File: src/rtl/rob_commit_pkg.sv
// Shared widths and constants for the reorder-buffer commit slice.
package rob_commit_pkg;

    localparam int PcLength   = 31;
    localparam int DataLength = 31;
    localparam int RdLength   = 4;
    localparam int ROB_DEPTH  = 16;

    localparam logic [PcLength:0] Zero  = '0;
    localparam logic              True  = 1'b1;
    localparam logic              False = 1'b0;

endpackage

File: src/rtl/rob_tag_match.sv
// Writeback tag CAM: compares the broadcast tag against every busy entry's PC.
module rob_tag_match
    import rob_commit_pkg::*;
#(
    parameter int DEPTH = ROB_DEPTH
) (
    input  logic [DEPTH-1:0]  busy_i,
    input  logic [PcLength:0] pc_i [DEPTH],
    input  logic [PcLength:0] wb_pc_i,
    output logic [DEPTH-1:0]  hit_o
);

    for (genvar i = 0; i < DEPTH; i++) begin : g_cmp
        assign hit_o[i] = busy_i[i] && (pc_i[i] == wb_pc_i);
    end

endmodule

File: src/rtl/rob_commit.sv
// Reorder buffer: in-order allocation, tag-matched writeback, one registered
// commit per cycle, and a full flush when a mispredicting entry commits.
module rob_commit #(
    parameter int ROB_DEPTH = 16,
    parameter int PTR_W     = 4
) (
    input  logic                                clk,
    input  logic                                rst,
    input  logic                                dispatch_valid,
    input  logic [rob_commit_pkg::PcLength:0]   dispatch_pc,
    input  logic [rob_commit_pkg::RdLength:0]   dispatch_rd,
    output logic                                full_out,
    input  logic                                wb_valid,
    input  logic [rob_commit_pkg::PcLength:0]   wb_pc,
    input  logic [rob_commit_pkg::DataLength:0] wb_data,
    input  logic                                wb_mispredict,
    input  logic [rob_commit_pkg::PcLength:0]   wb_target,
    output logic                                is_finish_to_rf,
    output logic [rob_commit_pkg::RdLength:0]   rd_to_rf,
    output logic [rob_commit_pkg::DataLength:0] data_to_rf,
    output logic [rob_commit_pkg::PcLength:0]   pc_to_rf,
    output logic                                is_exception_to_rf,
    output logic [rob_commit_pkg::PcLength:0]   jump_pc_out
);
    import rob_commit_pkg::*;

    localparam logic [PTR_W:0] CountFull = (PTR_W+1)'(ROB_DEPTH);
    localparam logic [PTR_W:0] CountOne  = (PTR_W+1)'(1);
    localparam logic [PTR_W-1:0] PtrOne  = PTR_W'(1);

    logic [ROB_DEPTH-1:0]  busy_q, ready_q, mis_q, wb_hit;
    logic [PcLength:0]     pc_q     [ROB_DEPTH];
    logic [RdLength:0]     rd_q     [ROB_DEPTH];
    logic [DataLength:0]   data_q   [ROB_DEPTH];
    logic [PcLength:0]     target_q [ROB_DEPTH];

    logic [PTR_W-1:0] head_q, head_d, tail_q, tail_d;
    logic [PTR_W:0]   count_q, count_d;
    logic             full_q, full_d;

    logic                finish_q, exception_q;
    logic [RdLength:0]   rd_out_q;
    logic [DataLength:0] data_out_q;
    logic [PcLength:0]   pc_out_q, jump_q;

    logic commit_fire, flush, dispatch_fire, wb_fire;

    // Commit is decided purely from registered state, so a writeback always
    // costs one cycle before the entry can retire.
    assign commit_fire   = busy_q[head_q] && ready_q[head_q];
    assign flush         = commit_fire && mis_q[head_q];
    assign dispatch_fire = dispatch_valid && !full_q && !flush;
    assign wb_fire       = wb_valid && !flush;

    rob_tag_match #(
        .DEPTH (ROB_DEPTH)
    ) u_tag_match (
        .busy_i  (busy_q),
        .pc_i    (pc_q),
        .wb_pc_i (wb_pc),
        .hit_o   (wb_hit)
    );

    always_comb begin
        // NOTE: every next-state signal gets a default first so no path leaves
        // it unassigned, which would otherwise infer a latch.
        head_d  = head_q;
        tail_d  = tail_q;
        count_d = count_q;
        if (flush) begin
            head_d  = '0;
            tail_d  = '0;
            count_d = '0;
        end else begin
            if (dispatch_fire) tail_d = tail_q + PtrOne;
            if (commit_fire)   head_d = head_q + PtrOne;
            unique case ({dispatch_fire, commit_fire})
                2'b10:   count_d = count_q + CountOne;
                2'b01:   count_d = count_q - CountOne;
                default: count_d = count_q;
            endcase
        end
        full_d = (count_d == CountFull);
    end

    // NOTE: sequential state uses non-blocking assignments so every register
    // samples the pre-edge values regardless of statement order.
    always_ff @(posedge clk or posedge rst) begin
        if (rst) begin
            head_q  <= '0;
            tail_q  <= '0;
            count_q <= '0;
            full_q  <= False;
            busy_q  <= '0;
            ready_q <= '0;
        end else begin
            head_q  <= head_d;
            tail_q  <= tail_d;
            count_q <= count_d;
            full_q  <= full_d;
            if (flush) begin
                busy_q  <= '0;
                ready_q <= '0;
            end else begin
                if (commit_fire) busy_q[head_q] <= False;
                if (wb_fire) begin
                    for (int i = 0; i < ROB_DEPTH; i++) begin
                        if (wb_hit[i]) ready_q[i] <= True;
                    end
                end
                if (dispatch_fire) begin
                    busy_q[tail_q]  <= True;
                    ready_q[tail_q] <= False;
                end
            end
        end
    end

    // NOTE: the payload arrays carry no reset; an entry's fields are only
    // read while its busy bit is set, and busy is always reset.
    always_ff @(posedge clk) begin
        if (wb_fire) begin
            for (int i = 0; i < ROB_DEPTH; i++) begin
                if (wb_hit[i]) begin
                    data_q[i]   <= wb_data;
                    mis_q[i]    <= wb_mispredict;
                    target_q[i] <= wb_target;
                end
            end
        end
        if (dispatch_fire) begin
            pc_q[tail_q]  <= dispatch_pc;
            rd_q[tail_q]  <= dispatch_rd;
            mis_q[tail_q] <= False;
        end
    end

    always_ff @(posedge clk or posedge rst) begin
        if (rst) begin
            finish_q    <= False;
            exception_q <= False;
            rd_out_q    <= '0;
            data_out_q  <= '0;
            pc_out_q    <= Zero;
            jump_q      <= Zero;
        end else begin
            finish_q    <= commit_fire;
            exception_q <= flush;
            if (commit_fire) begin
                rd_out_q   <= rd_q[head_q];
                data_out_q <= data_q[head_q];
                pc_out_q   <= pc_q[head_q];
            end
            if (flush) jump_q <= target_q[head_q];
        end
    end

    assign full_out           = full_q;
    assign is_finish_to_rf    = finish_q;
    assign is_exception_to_rf = exception_q;
    assign rd_to_rf           = rd_out_q;
    assign data_to_rf         = data_out_q;
    assign pc_to_rf           = pc_out_q;
    assign jump_pc_out        = jump_q;

endmodule

File: config.mk
export PLATFORM = sky130hd
export DESIGN_NAME = rob_commit
export DESIGN_NICKNAME = d
export VERILOG_FILES = /design/src/rtl/rob_commit_pkg.sv /design/src/rtl/rob_tag_match.sv /design/src/rtl/rob_commit.sv
export SDC_FILE = /design/constraint.sdc
export NUM_CORES = 2
export LEC_CHECK = 0
export ABC_AREA = 1
export BUFFER_PORTS_ARGS = -buffer_cell sky130_fd_sc_hd__buf_2
export CAP_MARGIN = 0
export CELL_PAD_IN_SITES_DETAIL_PLACEMENT = 1
export CELL_PAD_IN_SITES_GLOBAL_PLACEMENT = 1
export CORE_MARGIN = 2
export CORE_UTILIZATION = 45
export DETAILED_ROUTE_END_ITERATION = 8
export GPL_ROUTABILITY_DRIVEN = 0
export PLACE_DENSITY_LB_ADDON = 0.1
export SETUP_SLACK_MARGIN = 0.15
export SYNTH_ARGS = -nofsm -noshare
export SYNTH_HDL_FRONTEND = slang
export SYNTH_SLANG_ARGS = --single-unit
export TNS_END_PERCENT = 30
File: constraint.sdc
create_clock -name clk -period 6.2 [get_ports clk]
set_input_delay 0.93 -clock clk [delete_from_list [all_inputs] [get_ports clk]]
set_output_delay 0.93 -clock clk [all_outputs]
set_load 0.05 [all_outputs]
; After elaboration in Yosys (flattened, before gate mapping)
; Memory sizes are Yosys's and may differ from the RTL's. A register that Yosys moved wholly into a read port is not among the register bits.
; Cells that the tools add are included.
[word_totals]
output_inout_bits = 104
reg_bits = 608
memories = 3
elab_cells = 209
ramBits = 1104
inputBits = 138
[memory_table]
columns = name, words, width, rd, rd_ports_with_merged_regs, wr, line
row1 = data_q, 16, 32, 1, 1, 16, rob_commit.sv:34  ; logic [DataLength:0] data_q [ROB_DEPTH];
row2 = target_q, 16, 32, 1, 1, 16, rob_commit.sv:35  ; logic [PcLength:0] target_q [ROB_DEPTH];
row3 = rd_q, 16, 5, 1, 1, 1, rob_commit.sv:33  ; logic [RdLength:0] rd_q [ROB_DEPTH];
[op_classes]
n_eq_ne = 19
muxes = 114
n_bitwise = 8
addsub = 4
n_reduce_logical = 28
magnitude_cmp = 7
[op_table]
columns = cell, count
row1 = 512-bit bitwise mux, 1
row2 = 32-bit == test, 16
row3 = 16-bit 2-to-1 mux, 10
row4 = 32-bit binary-select mux with 4-bit select, 1
row5 = 32-bit demux with 4-bit select, 1
row6 = 32-bit 2-to-1 mux, 3
row7 = 1-bit 2-to-1 mux, 87
row8 = 16-bit AND, 3
row9 = 16-bit NOT, 2
row10 = 1-bit logical AND, 24
row11 = 4-bit 2-to-1 mux, 4
row12 = 16-bit OR, 1
row13 = 1-bit binary-select mux with 4-bit select, 3
row14 = 5-bit >= comparator (second input constant), 2
row15 = 4-bit by 5-bit < comparator with 1-bit output (second input constant), 2
row16 = 4-bit NOT with 5-bit output, 2
row17 = 5-bit one-hot mux with 2 select lines, 1
row18 = 4-bit by 1-bit adder with 4-bit output (second input constant), 2
row19 = 1-bit demux with 4-bit select, 2
row20 = 4-bit by 1-bit >= comparator with 1-bit output (second input constant), 2
row21 = 5-bit by 1-bit adder with 5-bit output (second input constant), 1
row22 = 5-bit == test (second input constant), 1
row23 = 5-bit by 1-bit < comparator with 1-bit output (second input constant), 1
row24 = 5-bit 2-to-1 mux, 1
row25 = 5 further kinds, 7

; Logic depth before layout (Yosys ltp)
[logic_depth]
ltp_word = 11
ltp_mapped = 30
depth_no_buf = 24

; Hierarchy
; From an unflattened synthesis, not the netlist that was laid out.
[hier_totals]
cells_unflattened = 7373
area_unflattened_um2 = 77784.6
[by_module_without_submodules]
columns = module, n_inst, cells_each, seq_area_each_um2, area_each_um2
row1 = rob_commit, 1, 5384, 52575.4, 69217.6
row2 = rob_tag_match, 1, 1989, 0.0, 8567.0

; Worst setup path before layout
; OpenSTA, ideal clock, no wires.
[synth_timing]
kind = in2reg
from = input port wb_pc[3] in the netlist's numbering
to = memory data_q[7][0] in the netlist's numbering (enable)
n_path_buf = 2
arrival_time_ps = 6258
path_slack_ps = -623
setup_time_ps = 565
cell_stages = 10
required_time_ps = 5635
cell_sequence = clkbuf_2 -> clkinv_1 -> buf_2 -> nand2_1 -> nand2_1 -> nor2_1 -> nand2_1 -> nor2_1 -> nand3_1 -> nor3_1
[synth_rtl]
columns = element, line
row1 = start: declaration, rob_commit.sv:14  ; input logic [rob_commit_pkg::PcLength:0] wb_pc,
row2 = end: declaration, rob_commit.sv:34

; Worst setup path in the final report
[layout_timing]
from = register head_q[0]
to = register pc_out_q[0], in the netlist pc_to_rf[0]
[layout_via]
elab_chain_len = 4
word_cells_on_any_way = 9
classes_between = mux (7) / bitwise (1) / reduce/logical (1)
[layout_rtl]
columns = element, line
row1 = start: declaration, rob_commit.sv:37  ; logic [PTR_W-1:0] head_q, head_d, tail_q, tail_d;
row2 = start signal: assignment, rob_commit.sv:90  ; head_q <= '0;
row3 = start signal: assignment, rob_commit.sv:97  ; head_q <= head_d;
row4 = 4-bit NOT with 5-bit output (not written as such), rob_commit.sv:152  ; pc_out_q <= pc_q[head_q];
row5 = 32-bit binary-select mux with 4-bit select, rob_commit.sv:152
row6 = 32-bit 2-to-1 mux (not written as such) (2 in a row), rob_commit.sv:152
row7 = end signal: assignment, rob_commit.sv:144  ; pc_out_q <= Zero;
row8 = end signal: assignment, rob_commit.sv:152
row9 = end: declaration, rob_commit.sv:44  ; logic [PcLength:0] pc_out_q, jump_q;
; Several ways; a longest one is shown, not always the timed one. The select of a mux whose other input is x is not followed.
; A chain may end at the register's enable or synchronous reset.

==> flow_summary_export.csv <==
group,metric,value,unit
status,outcome,"finished clean",
min_path,hold_class,"primary input to async pin",
setup_path,critical_path_arrival,5440,ps
timing,rsz0062_at_grt,"false",
route,wl,334,mm
setup_path,critPathRequiredTime,6920,ps
setup_path,critPathKind,"register to register",
logic_synthesis,synth_compound_area_frac,0.116,
global_routing,antenna_found_initial,17,
route,drt_drc_violations_left,0,
logic_synthesis,seq_area_frac_synth,0.664,
placement,io_buffer_count,241,
route,drt-vias-per-instance,6.12,
setup_path,startpoint_type,"register",
logic_synthesis,yosysWarnings,0,
logic_synthesis,yosysUniqueCellTypes,37,
clocking,cts_tree,"done",
cells_and_area,syn_to_final_growth,12.6,%
timing,setup_viol,0,
global_routing,grt_max_degree,204,
clocking,h-tree-depth,4,
logic_synthesis,synth_edf_count,1616,
logic_synthesis,yosysTopAreaCellShare,0.612,
die,dieArea,0.179,mm2
die,num_rows,154,
die,ios,242,
route,route.met2.wl,150,mm
clocking,cts_root_buf,"clkbuf_16",
logic_synthesis,synth_xor_xnor_area_share,0.0137,
logic_synthesis,synth_commonest_cells,"1746 x nand2_1, 1616 x edfxtp_1, 1043 x nor2_1",
route,wl_met3,28.8,mm
job,max-cap-violations,0,
logic_synthesis,synth.net_count,7889,
die,die_w,424,um
logic_synthesis,syn-cell-area,0.0792,mm2
logic_synthesis,yosysTopAreaCell,"edfxtp_1",
die,start_util,0.451,
route,drt_iter0_markers,8048,
logic_synthesis,synth.ff_latch_count,1781,
logic_synthesis,synth_area_leaders,"edfxtp_1 61%, nand2_1 8.3%, o21ai_0 6.2%, nor2_1 4.9%, dfrtp_1 4.7%",
setup_path,path_max_fanout,185,
cells_and_area,nets,8004,
logic_synthesis,synth_top_family_by_area,"simple AND/OR/NAND/NOR gates",
clocking,path_clk_slew,60,ps
logic_synthesis,syn_area_per_cell,10.2,um2
route,met1Wirelength,129,mm
route,final_antenna_net_count,0,
power_and_ir_drop,vdd_ir_drop_max,0.260,mV
timing,hold_ws,130,ps
timing,skew,62.1,ps
clocking,clk_latency,890,ps
die,coreArea,0.176,mm2
global_routing,grt_use_total,0.368,
timing,fmax,212,MHz
route,routed.top_layer,"met5",
global_routing,grt_overflow,0,
timing,period_share,0.761,
logic_synthesis,syn_inst,7740,
cells_and_area,layout-drive-gt1-share,0.0933,
route,vias,63500,
placement,dpl.hpwl,219,mm
die,die_h,424,um
logic_synthesis,synth-adder-area-share,0.00174,
logic_synthesis,synth-main-ff-cell,"edfxtp_1",
timing,max_slew.worst_pin.slew,1200,ps
timing,final.min_clock_period,4720,ps
timing,slew_headroom,0.189,
global_routing,grt_pass1_wl,473,mm
timing,maxSlewViolCount,0,
power_and_ir_drop,powerDensity,313,mW/mm2
setup_path,cp-end-kind,"register",
clocking,cts.sinks,1781,
logic_synthesis,synth-async-reset-ratio,0.0837,
route,drtPass1Iterations,6,
logic_synthesis,post-synth-top-count-cell,"nand2_1",
timing,hold_viol_final,0,
power_and_ir_drop,finalPower,28000,uW
clocking,cts.path.max_buffers,3,
global_routing,first_global_vias,63700,
route,avgRoutedWirePerCell,32.2,um
logic_synthesis,muxShareOfSynthArea,0,
clocking,cts-resized-gates,0,
clocking,ctsHoldBuffers,0,
clocking,cts_setup_buffers,0,
logic_synthesis,yosys.area_share.simple,0.157,
clocking,numCtsBuffers,193,
power_and_ir_drop,p_leak,0.0341,uW
## report_power, final
group          internal [uW]  switching, uW
clock                   6640           5140
combinational            497           1800
sequential             13500            332
## layer usage
| layer | GRT usage | vias up |
|---|---|---|
| li1 | - | 26900 |
| met1 | 0.475 | 32100 |
| met2 | 0.570 | 3493 |
| met3 | 0.0682 | 974 |
| met4 | 0.240 | 8 |
| met5 | 0 | - |
## layout make-up
class	instances	area (um2)
Clock inverter	125	1310
Antenna cell	8	20.0
Inverter	501	1940
Timing Repair Buffer	358	2410
Fill cell	19100	86300
Sequential cell	1781	52600
Multi-Input combinational cell	5020	22900
Tap cell	2340	2930
Clock buffer	242	5140
## placed cells by master, fill, tap and decap left out, types with 52 or more instances in the layout
cell type	netlist	routed
nand2_1	1746	1746
edfxtp_1	1616	1616
nor2_1	1043	1037
o21ai_0	988	988
inv_1	465	438
a21oi_1	342	342
o22ai_1	284	284
buf_2	142	241
nand3_1	198	198
clkbuf_16	0	193
dfrtp_1	149	147
o21ai_1	96	96
buf_4	17	91
xor2_1	67	67
nand4_1	60	60
xnor2_1	57	57
clkinv_1	11	52
## stage by stage
step | cells | util | instance area [um2] | worst slack (ps) | setup TNS [ps]
after detailed placement | 10000 | 0.471 | 82800 | 1210 | 0
final | 10400 | 0.508 | 89200 | 1480 | 0
after global routing | 10400 | 0.508 | 89200 | 1310 | 0
after CTS | 10400 | 0.508 | 89200 | 1590 | 0
after global placement | 10000 | 0.471 | 82800 | 1230 | 0
after floorplan | 7740 | - | 79200 | -620 | -79190
## sequential cells by signal (all words and copies together) (netlist names), 16 cells and up
| name | count |
|---|---|
| data_q | 512 |
| target_q | 512 |
| ready_q | 16 |
| pc_q | 512 |
| data_to_rf | 32 |
| mis_q | 16 |
| jump_pc_out | 32 |
| pc_to_rf | 32 |
| busy_q | 16 |
| rd_q | 80 |
## logic make-up after synthesis
kind of cell,after synthesis
compound gates,1746
xor+xnor,124
fa+ha+maj,11
buf+inv,939
flops,1781
simple gates,3139
## worst paths after layout
path / endpoint / slack, ps / depth (start not counted) / startpoint
hold / removal: pc_to_rf[0] / 130 / 2 / rst
max in group asynchronous: pc_to_rf[2] / 4800 / 3 / rst
setup reg to reg: pc_to_rf[0] / 1480 / 10 / head_q[0]
hold reg to reg: jump_pc_out[5] / 490 / 2 / jump_pc_out[5]
min in group clk: target_q[11][8] / 430 / 1 / wb_target[8]
setup / recovery: pc_to_rf[0] / 1480 / 10 / head_q[0]
## worst max-delay path, stage by stage, from the launching register on
cell	delay, ps
dfrtp_4	610
inv_16	520
buf_4	910
buf_4	790
a21oi_1	130
o21ai_0	490
nand2_1	120
nand2_1	110
nand2_1	220
a21oi_1	390
a31oi_1	150
Note: power is estimated with default switching activity, not from simulation.
